[src/rtl/qracc_pkg.sv]
// Shared types for the activation-buffer arbiter: read-response requester tag
// and the default ext starvation threshold.
package qracc_pkg;

   typedef enum logic [1:0] {
      TAG_NONE = 2'd0,
      TAG_FL   = 2'd1,
      TAG_EXT  = 2'd2
   } req_tag_t;

   localparam int unsigned STARVE_LIMIT_DEF = 8;

endpackage

[src/rtl/qracc_actbuf_arbiter.sv]
// Single-port activation buffer arbiter: writeback > feature loader > bus side,
// with starvation promotion of the bus side. Optional stats: QRACC_ACTBUF_ARB_STATS_EN.
module qracc_actbuf_arbiter
   import qracc_pkg::*;
#(
   parameter int unsigned dataWidth   = 32,
   parameter int unsigned addrWidth   = 16,
   parameter int unsigned starveLimit = STARVE_LIMIT_DEF
) (
   input  logic                 clk,
   input  logic                 nrst,
   input  logic                 clear_i,
   input  logic                 wb_valid_i,
   output logic                 wb_ready_o,
   input  logic [addrWidth-1:0] wb_addr_i,
   input  logic [dataWidth-1:0] wb_data_i,
   input  logic                 fl_valid_i,
   output logic                 fl_ready_o,
   input  logic [addrWidth-1:0] fl_addr_i,
   output logic                 fl_rsp_valid_o,
   input  logic                 ext_valid_i,
   output logic                 ext_ready_o,
   input  logic                 ext_wen_i,
   input  logic [addrWidth-1:0] ext_addr_i,
   input  logic [dataWidth-1:0] ext_wdata_i,
   output logic                 ext_rsp_valid_o,
   output logic [dataWidth-1:0] rsp_data_o,
   output logic                 mem_en_o,
   output logic                 mem_wen_o,
   output logic [addrWidth-1:0] mem_addr_o,
   output logic [dataWidth-1:0] mem_wdata_o,
   input  logic [dataWidth-1:0] mem_rdata_i,
   output logic [31:0]          stat_conflict_o
);

   localparam int unsigned SW = $clog2(starveLimit) + 1;

   logic [SW-1:0] starve_cnt;
   logic          promoted;
   logic          gnt_wb, gnt_fl, gnt_ext;
   req_tag_t      tag_q, tag_d;

   assign promoted = (starve_cnt == SW'(starveLimit));

   // Grants are blocked while in reset or during a clear cycle.
   always_comb begin
      gnt_wb  = 1'b0;
      gnt_fl  = 1'b0;
      gnt_ext = 1'b0;
      if (nrst && !clear_i) begin
         if (ext_valid_i && promoted) gnt_ext = 1'b1;
         else if (wb_valid_i)         gnt_wb  = 1'b1;
         else if (fl_valid_i)         gnt_fl  = 1'b1;
         else if (ext_valid_i)        gnt_ext = 1'b1;
      end
   end

   assign wb_ready_o  = gnt_wb;
   assign fl_ready_o  = gnt_fl;
   assign ext_ready_o = gnt_ext;

   always_comb begin
      mem_en_o    = 1'b0;
      mem_wen_o   = 1'b0;
      mem_addr_o  = '0;
      mem_wdata_o = '0;
      tag_d       = TAG_NONE;
      if (gnt_wb) begin
         mem_en_o    = 1'b1;
         mem_wen_o   = 1'b1;
         mem_addr_o  = wb_addr_i;
         mem_wdata_o = wb_data_i;
      end else if (gnt_fl) begin
         mem_en_o    = 1'b1;
         mem_addr_o  = fl_addr_i;
         tag_d       = TAG_FL;
      end else if (gnt_ext) begin
         mem_en_o    = 1'b1;
         mem_wen_o   = ext_wen_i;
         mem_addr_o  = ext_addr_i;
         mem_wdata_o = ext_wen_i ? ext_wdata_i : '0;
         tag_d       = ext_wen_i ? TAG_NONE : TAG_EXT;
      end
   end

   always_ff @(posedge clk or negedge nrst) begin
      if (!nrst) begin
         starve_cnt <= '0;
         tag_q      <= TAG_NONE;
      end else if (clear_i) begin
         starve_cnt <= '0;
         tag_q      <= TAG_NONE;
      end else begin
         tag_q <= tag_d;
         if (!ext_valid_i || gnt_ext) starve_cnt <= '0;
         else                         starve_cnt <= starve_cnt + 1'b1;
      end
   end

   // clear_i also squashes the response already in flight this cycle.
   assign fl_rsp_valid_o  = (tag_q == TAG_FL)  && !clear_i;
   assign ext_rsp_valid_o = (tag_q == TAG_EXT) && !clear_i;
   assign rsp_data_o      = (fl_rsp_valid_o || ext_rsp_valid_o) ? mem_rdata_i : '0;

`ifdef QRACC_ACTBUF_ARB_STATS_EN
   logic        conflict;
   logic [31:0] stat_q;

   assign conflict = (wb_valid_i && fl_valid_i) || (wb_valid_i && ext_valid_i) ||
                     (fl_valid_i && ext_valid_i);

   always_ff @(posedge clk or negedge nrst) begin
      if (!nrst)                     stat_q <= '0;
      else if (clear_i)              stat_q <= '0;
      else if (conflict && stat_q != '1) stat_q <= stat_q + 1'b1;
   end

   assign stat_conflict_o = stat_q;
`else
   assign stat_conflict_o = '0;
`endif

endmodule
[config.mk]
export PLATFORM = sky130hd
export DESIGN_NAME = qracc_actbuf_arbiter
export DESIGN_NICKNAME = d
export VERILOG_FILES = /design/src/rtl/qracc_pkg.sv /design/src/rtl/qracc_actbuf_arbiter.sv
export SDC_FILE = /design/constraint.sdc
export NUM_CORES = 1
export LEC_CHECK = 0
export ABC_AREA = 1
export BUFFER_PORTS_ARGS = -buffer_cell sky130_fd_sc_hd__clkbuf_2
export CORE_AREA = 3 3 104 106
export DETAILED_ROUTE_END_ITERATION = 8
export DIE_AREA = 0 0 107 109
export SLEW_MARGIN = 0
export SYNTH_ARGS = -nofsm -noshare
export SYNTH_HDL_FRONTEND = slang
export SYNTH_SLANG_ARGS = --single-unit
[constraint.sdc]
create_clock -name clk -period 1.55 [get_ports clk]
set_input_delay 0.31 -clock clk [delete_from_list [all_inputs] [get_ports clk]]
set_output_delay 0.31 -clock clk [all_outputs]
set_load 0.1 [all_outputs]
# Word level (Yosys, flattened, before mapping)
# Index checks and enable logic that the tools add are counted.
[totals]
word_cells = 47
register_bits = 6
out_inout_bits = 119
[classes]
add_sub_neg = 1
eq_ne = 3
mux = 33
reduce_logical = 8
[ops]
columns = ["op", "count"]
rows = [
  ["$mux W32", 5],
  ["$mux W16", 3],
  ["$mux W1", 18],
  ["$mux W2", 5],
  ["$mux W4", 2],
  ["$add A4 B1 Y4 const B", 1],
  ["$eq A4 B4 Y1 const B", 1],
  ["$logic_and A1 B1 Y1", 4],
  ["$eq A2 B1 Y1 const B", 1],
  ["$eq A2 B2 Y1 const B", 1],
  ["$logic_not A1 Y1", 2],
  ["$logic_or A1 B1 Y1", 2],
]

# Longest topological paths before layout
[depth]
word_depth = 9
mapped_depth = 10
depth_no_buf = 9

# Least setup slack after synthesis
# OpenSTA, ideal clock, no wires.
[synth_path]
path_kind = "register to output"
start = "register starve_cnt[0]"
end = "output port mem_en_o"
required_time_ns = 1.240
path_stages_with_launch = 9
slack_ns = -1.109
n_path_buf = 0
t_arrival_ns = 2.349
path_cell_list = "dfrtp_1 inv_1 ha_1 inv_1 nor2_2 nand2_4 and2_1 nor2_1 nand2_1"
[synth_between]
elab_cells_between_ends = 11
classes_between = "1 x eq/ne; 9 x mux; 1 x reduce/logical"
[synth_rtl]
columns = ["element", "line_no", "text"]
rows = [
  ["start: declaration", "qracc_actbuf_arbiter.sv:38", "logic [SW-1:0] starve_cnt;"],
  ["start signal: assignment", "qracc_actbuf_arbiter.sv:96", "else starve_cnt <= starve_cnt + 1'b1;"],
  ["$eq A4 B4 Y1", "qracc_actbuf_arbiter.sv:43", "assign promoted = (starve_cnt == SW'(starveLimit));"],
  ["$logic_and A1 B1 Y1", "qracc_actbuf_arbiter.sv:51", "if (ext_valid_i && promoted) gnt_ext = 1'b1;"],
  ["$mux W1", "qracc_actbuf_arbiter.sv:51", ""],
  ["$mux W1", "qracc_actbuf_arbiter.sv:50", "if (nrst && !clear_i) begin"],
  ["via fl_ready_o", "qracc_actbuf_arbiter.sv:18", "output logic fl_ready_o,"],
  ["$mux W1", "qracc_actbuf_arbiter.sv:73", "end else if (gnt_fl) begin"],
  ["$mux W1", "qracc_actbuf_arbiter.sv:68", "if (gnt_wb) begin"],
  ["end: declaration", "qracc_actbuf_arbiter.sv:28", "output logic mem_en_o,"],
]
# The timed path passes the listed nets, and every way through them passes these cells.

# Worst setup path after layout
[layout_path]
start = "register starve_cnt[1]"
end = "output port mem_wdata_o[27]"
[layout_between]
elab_chain_len = 7
elab_cells_between_ends = 11
classes_between = "1 x eq/ne; 9 x mux; 1 x reduce/logical"
[layout_rtl]
columns = ["element", "line_no", "text"]
rows = [
  ["$eq A4 B4 Y1 *", "qracc_actbuf_arbiter.sv:43", ""],
  ["$logic_and A1 B1 Y1 *", "qracc_actbuf_arbiter.sv:51", ""],
  ["$mux W1", "qracc_actbuf_arbiter.sv:51", ""],
  ["$mux W1", "qracc_actbuf_arbiter.sv:50", ""],
  ["$mux W32", "qracc_actbuf_arbiter.sv:77", "end else if (gnt_ext) begin"],
  ["$mux W32", "qracc_actbuf_arbiter.sv:73", ""],
  ["$mux W32 *", "qracc_actbuf_arbiter.sv:68", ""],
  ["end: declaration", "qracc_actbuf_arbiter.sv:31", "output logic [dataWidth-1:0] mem_wdata_o,"],
]
# Mark *: on every way between the ends. The rest lies on a longest branch, timed or not.

==> results by group <==
Floorplan
  – Die extent in x: roughly 110 um
  – Core Area: 0.00986 mm2
  – Die extent in y: about 110 um
  – # IOs: 270
  – Initial Utilization: 20.4%
  – Full die area: 0.0117 mm2
  – Placement row count: 36

Clocking
  – Clk_lat worst skew: roughly 0.22 ns
  – Root Buffer: clkbuf_8
  – Worst-path clk slew: 0.04 ns
  – Clk buf depth: 2
  – CTS sink count: 6
  – H-tree depth: 1
  – CTS tree: done
  – Number of buffers created by CTS: 3

Place
  – Setup WS pre-CTS: -0.399 ns
  – GPL Wtd Cong: 0.801
  – Hpwl dp: between 8000 and 9000 um
  – IO Port Bufs: around 240

Drt
  – Detail Route Antenna Nets: 0
  – Drt first pass iters: 4
  – Drt drc: 0
  – Via Count: roughly 3300
  – Routed WL per cell: 14.5 um
  – Vias/cell: ~4.3
  – Routed WL: approximately 11000 um
  – Starting DRT DRC Count: 93

Worst setup path
  – Slowest CP cell: dfrtp_1
  – Required @ worst endpoint: about 1.2 ns
  – CP Capture Point: mem_wdata_o[27]
  – CP arrival: approximately 1.8 ns
  – Worst reg2reg path depth: 12
  – Worst r2r src: starve_cnt[1]
  – CP Max Fanout: 6
  – Worst r2r dst: starve_cnt[3]
  – CP Class: register to primary output
  – Worst setup EP type: primary output
  – Worst Setup SP: starve_cnt[1]
  – Crit start category: register
  – CP peak stage delay: approximately 0.38 ns
  – CP cell instances: inv_2 > ha_4 > inv_2 > nor2_4 > nand2_4 > nand2_8 > clkbuf_16 > nand3b_1 > nand2_8 > buf_12
  – Register-to-register setup slack: -0.09 ns

Global routing
  – First-pass GRT wire length: between 15000 and 20000 um
  – Grt ovf: 0
  – Largest net degree at the start of global routing: 33
  – Initial antenna violation count: 0
  – All-layer global routing usage: 16.9%
  – Vias in the first global route: ~3300

Synthesis
  – Register area share after synthesis: between 7 and 8%
  – Mapped Avg Cell Area: about 5.5 um2
  – Asr flop ratio synth: 100%
  – Ys Warns: 0
  – Number of synthesized register bits: 6
  – Syn Inst Count: between 300 and 400
  – Synth Flop Type: dfrtp_1
  – Share of the synthesized area in the top cell type: 19.0%
  – Post-synth EDFFs: 0
  – Count of cell types in the netlist: 21
  – Synth top area cells: nand2_1 (19%), nand3_1 (17%), buf_4 (13%), nand3b_1 (12%), inv_1 (8.0%)
  – Synth area leader: nand2_1
  – Post-Syn Area: a little over 0.002 mm2

Worst hold path
  – HP Class: input pin to asynchronous set/reset pin

Timing
  – Setup-failing EPs final: 90
  – Maximum clock rate: between 400 and 500 MHz
  – Fin. Hold Viols: 0
  – Max-slew violation count: 0
  – Min Hold Slack: between 0.03 and 0.04 ns
  – Layout Skew: roughly 0.0028 ns
  – Final WS setup: -0.548 ns
  – Final Critical Period: ~2.1 ns
  – Period utilisation layout: 135%
  – RSZ-0062 raised after global routing: yes

Layout
  – Share of layout cells above drive strength 1: between 70% and 80%
  – Nets: 785
  – Diodes inserted: 0
  – Area grow syn2layout: 208%

Flow run
  – Max-Cap Viols: 0

Run status
  – Status: complete, but fails checks
  – Failing checks: setup timing

Power and ir drop
  – Worst IR Drop VDD: 0.299 mV
  – Leakage: just over 3 nW
  – Pwr/cell area: 357 mW/mm2
[synthesized netlist by cell type (2+ instances only)]
| cell type | n |
|---|---|
| clkbuf_1 | 4 |
| inv_2 | 3 |
| nand3b_1 | 33 |
| nand2_1 | 102 |
| nor2_1 | 36 |
| and2_1 | 2 |
| buf_2 | 14 |
| buf_4 | 35 |
| nand3_1 | 67 |
| buf_6 | 4 |
| nand2_4 | 6 |
| nor2_2 | 5 |
| dfrtp_1 | 6 |
| ha_1 | 2 |
| inv_1 | 43 |
[layer usage]
metal | global-route usage (%) | vias up | share of wire, %
met5 | 0 | - | 0
met4 | 3.47 | 0 | 1.0
met3 | 5.51 | 6 | 11
met2 | 34.0 | 174 | 55
met1 | 16.8 | 1497 | 33
li1 | - | 1598 | -
[area by class of cell]
type	count	area (um2)
fillers	824	3670
clock buffers	3	41.3
inverters	47	204
repair buffers	284	3110
flip-flops and latches	6	150
repair inverters	1	16.3
multi-input cells	289	2510
well taps	133	166
[worst max-delay path: cells and delay by family, from the launching register on]
kind	cells	cell delay [ns]
AND/OR/NAND/NOR	5	0.61
flip-flops	1	0.38
buffers and inverters	4	0.43
adder cells (fa/ha/maj)	1	0.13
[where the power goes]
part | leakage [nW] | total, mW | switching [mW] | internal [mW]
clock network | 0.0216 | 0.237 | 0.0696 | 0.167
registers | 0.0825 | 0.163 | 0.00217 | 0.161
logic | 2.91 | 1.81 | 1.22 | 0.589
total | 3.02 | 2.21 | 1.30 | 0.917
[how the worst min path moves through the flow]
| stage | endpoint | slack, ns | cells past startpoint |
|---|---|---|---|
| after detailed placement | starve_cnt[3] | 0.27 | 2 |
| after floorplan | starve_cnt[0] | 0.01 | 0 |
| final | starve_cnt[0] | 0.03 | 2 |
| after global placement | starve_cnt[3] | 0.27 | 2 |
| after CTS | starve_cnt[0] | 0.04 | 2 |
| after global routing | tag_q[1] | 0.05 | 2 |
[cells in the final DEF, fill, tap and decap left out, types with 3 or more instances in the layout]
| cell | n |
|---|---|
| nand2_4 | 33 |
| nand3b_1 | 33 |
| buf_6 | 8 |
| buf_4 | 22 |
| clkbuf_2 | 150 |
| conb_1 | 32 |
| buf_12 | 99 |
| inv_2 | 6 |
| nand3_2 | 40 |
| nand3_4 | 18 |
| nand2_8 | 12 |
| dfrtp_1 | 6 |
| nand2_1 | 58 |
| nor2_4 | 36 |
| nor2_1 | 3 |
| nand3_1 | 9 |
| nand2_2 | 5 |
| inv_1 | 38 |
| clkbuf_8 | 3 |
| clkbuf_16 | 3 |
| nor2_2 | 3 |
[flip-flops by register name, indices dropped and copies added, names as in the netlist]
name        count
starve_cnt      4
tag_q           2
[stage by stage]
stage,util (%),std cells,TNS [ns],total power [mW],area [um2]
floorplan,-,399,-11.86,1.37,3060
global placement,57.4,748,-19.81,1.89,5660
detailed placement,57.4,748,-21.00,1.90,5660
CTS,60.1,759,-32.07,2.18,5930
global route,62.8,763,-39.04,2.31,6200
finish,62.8,763,-32.42,2.21,6200
[repair_timing]
item                                    CTS  global route
resized for setup                        30            40
buffers inserted                          6             2
gates cloned                              2             4
pin swaps                                 9            15
hold buffers                              0             0
endpoints found under the setup margin   89            90
[logic make-up (layout without fill, tap and decap cells)]
| logic type | Yosys count | count (layout) | share of synthesized area (%) |
|---|---|---|---|
| XOR/XNOR | 2 | 2 | 0.871 |
| adder cells (fa/ha/maj) | 2 | 2 | 1.24 |
| buffers and inverters | 104 | 335 | 28.4 |
| flip-flops | 6 | 6 | 7.46 |
| other | 1 | 32 | 0.186 |
| AND/OR/NAND/NOR | 253 | 253 | 61.8 |
(Power assumes the default switching activity.)
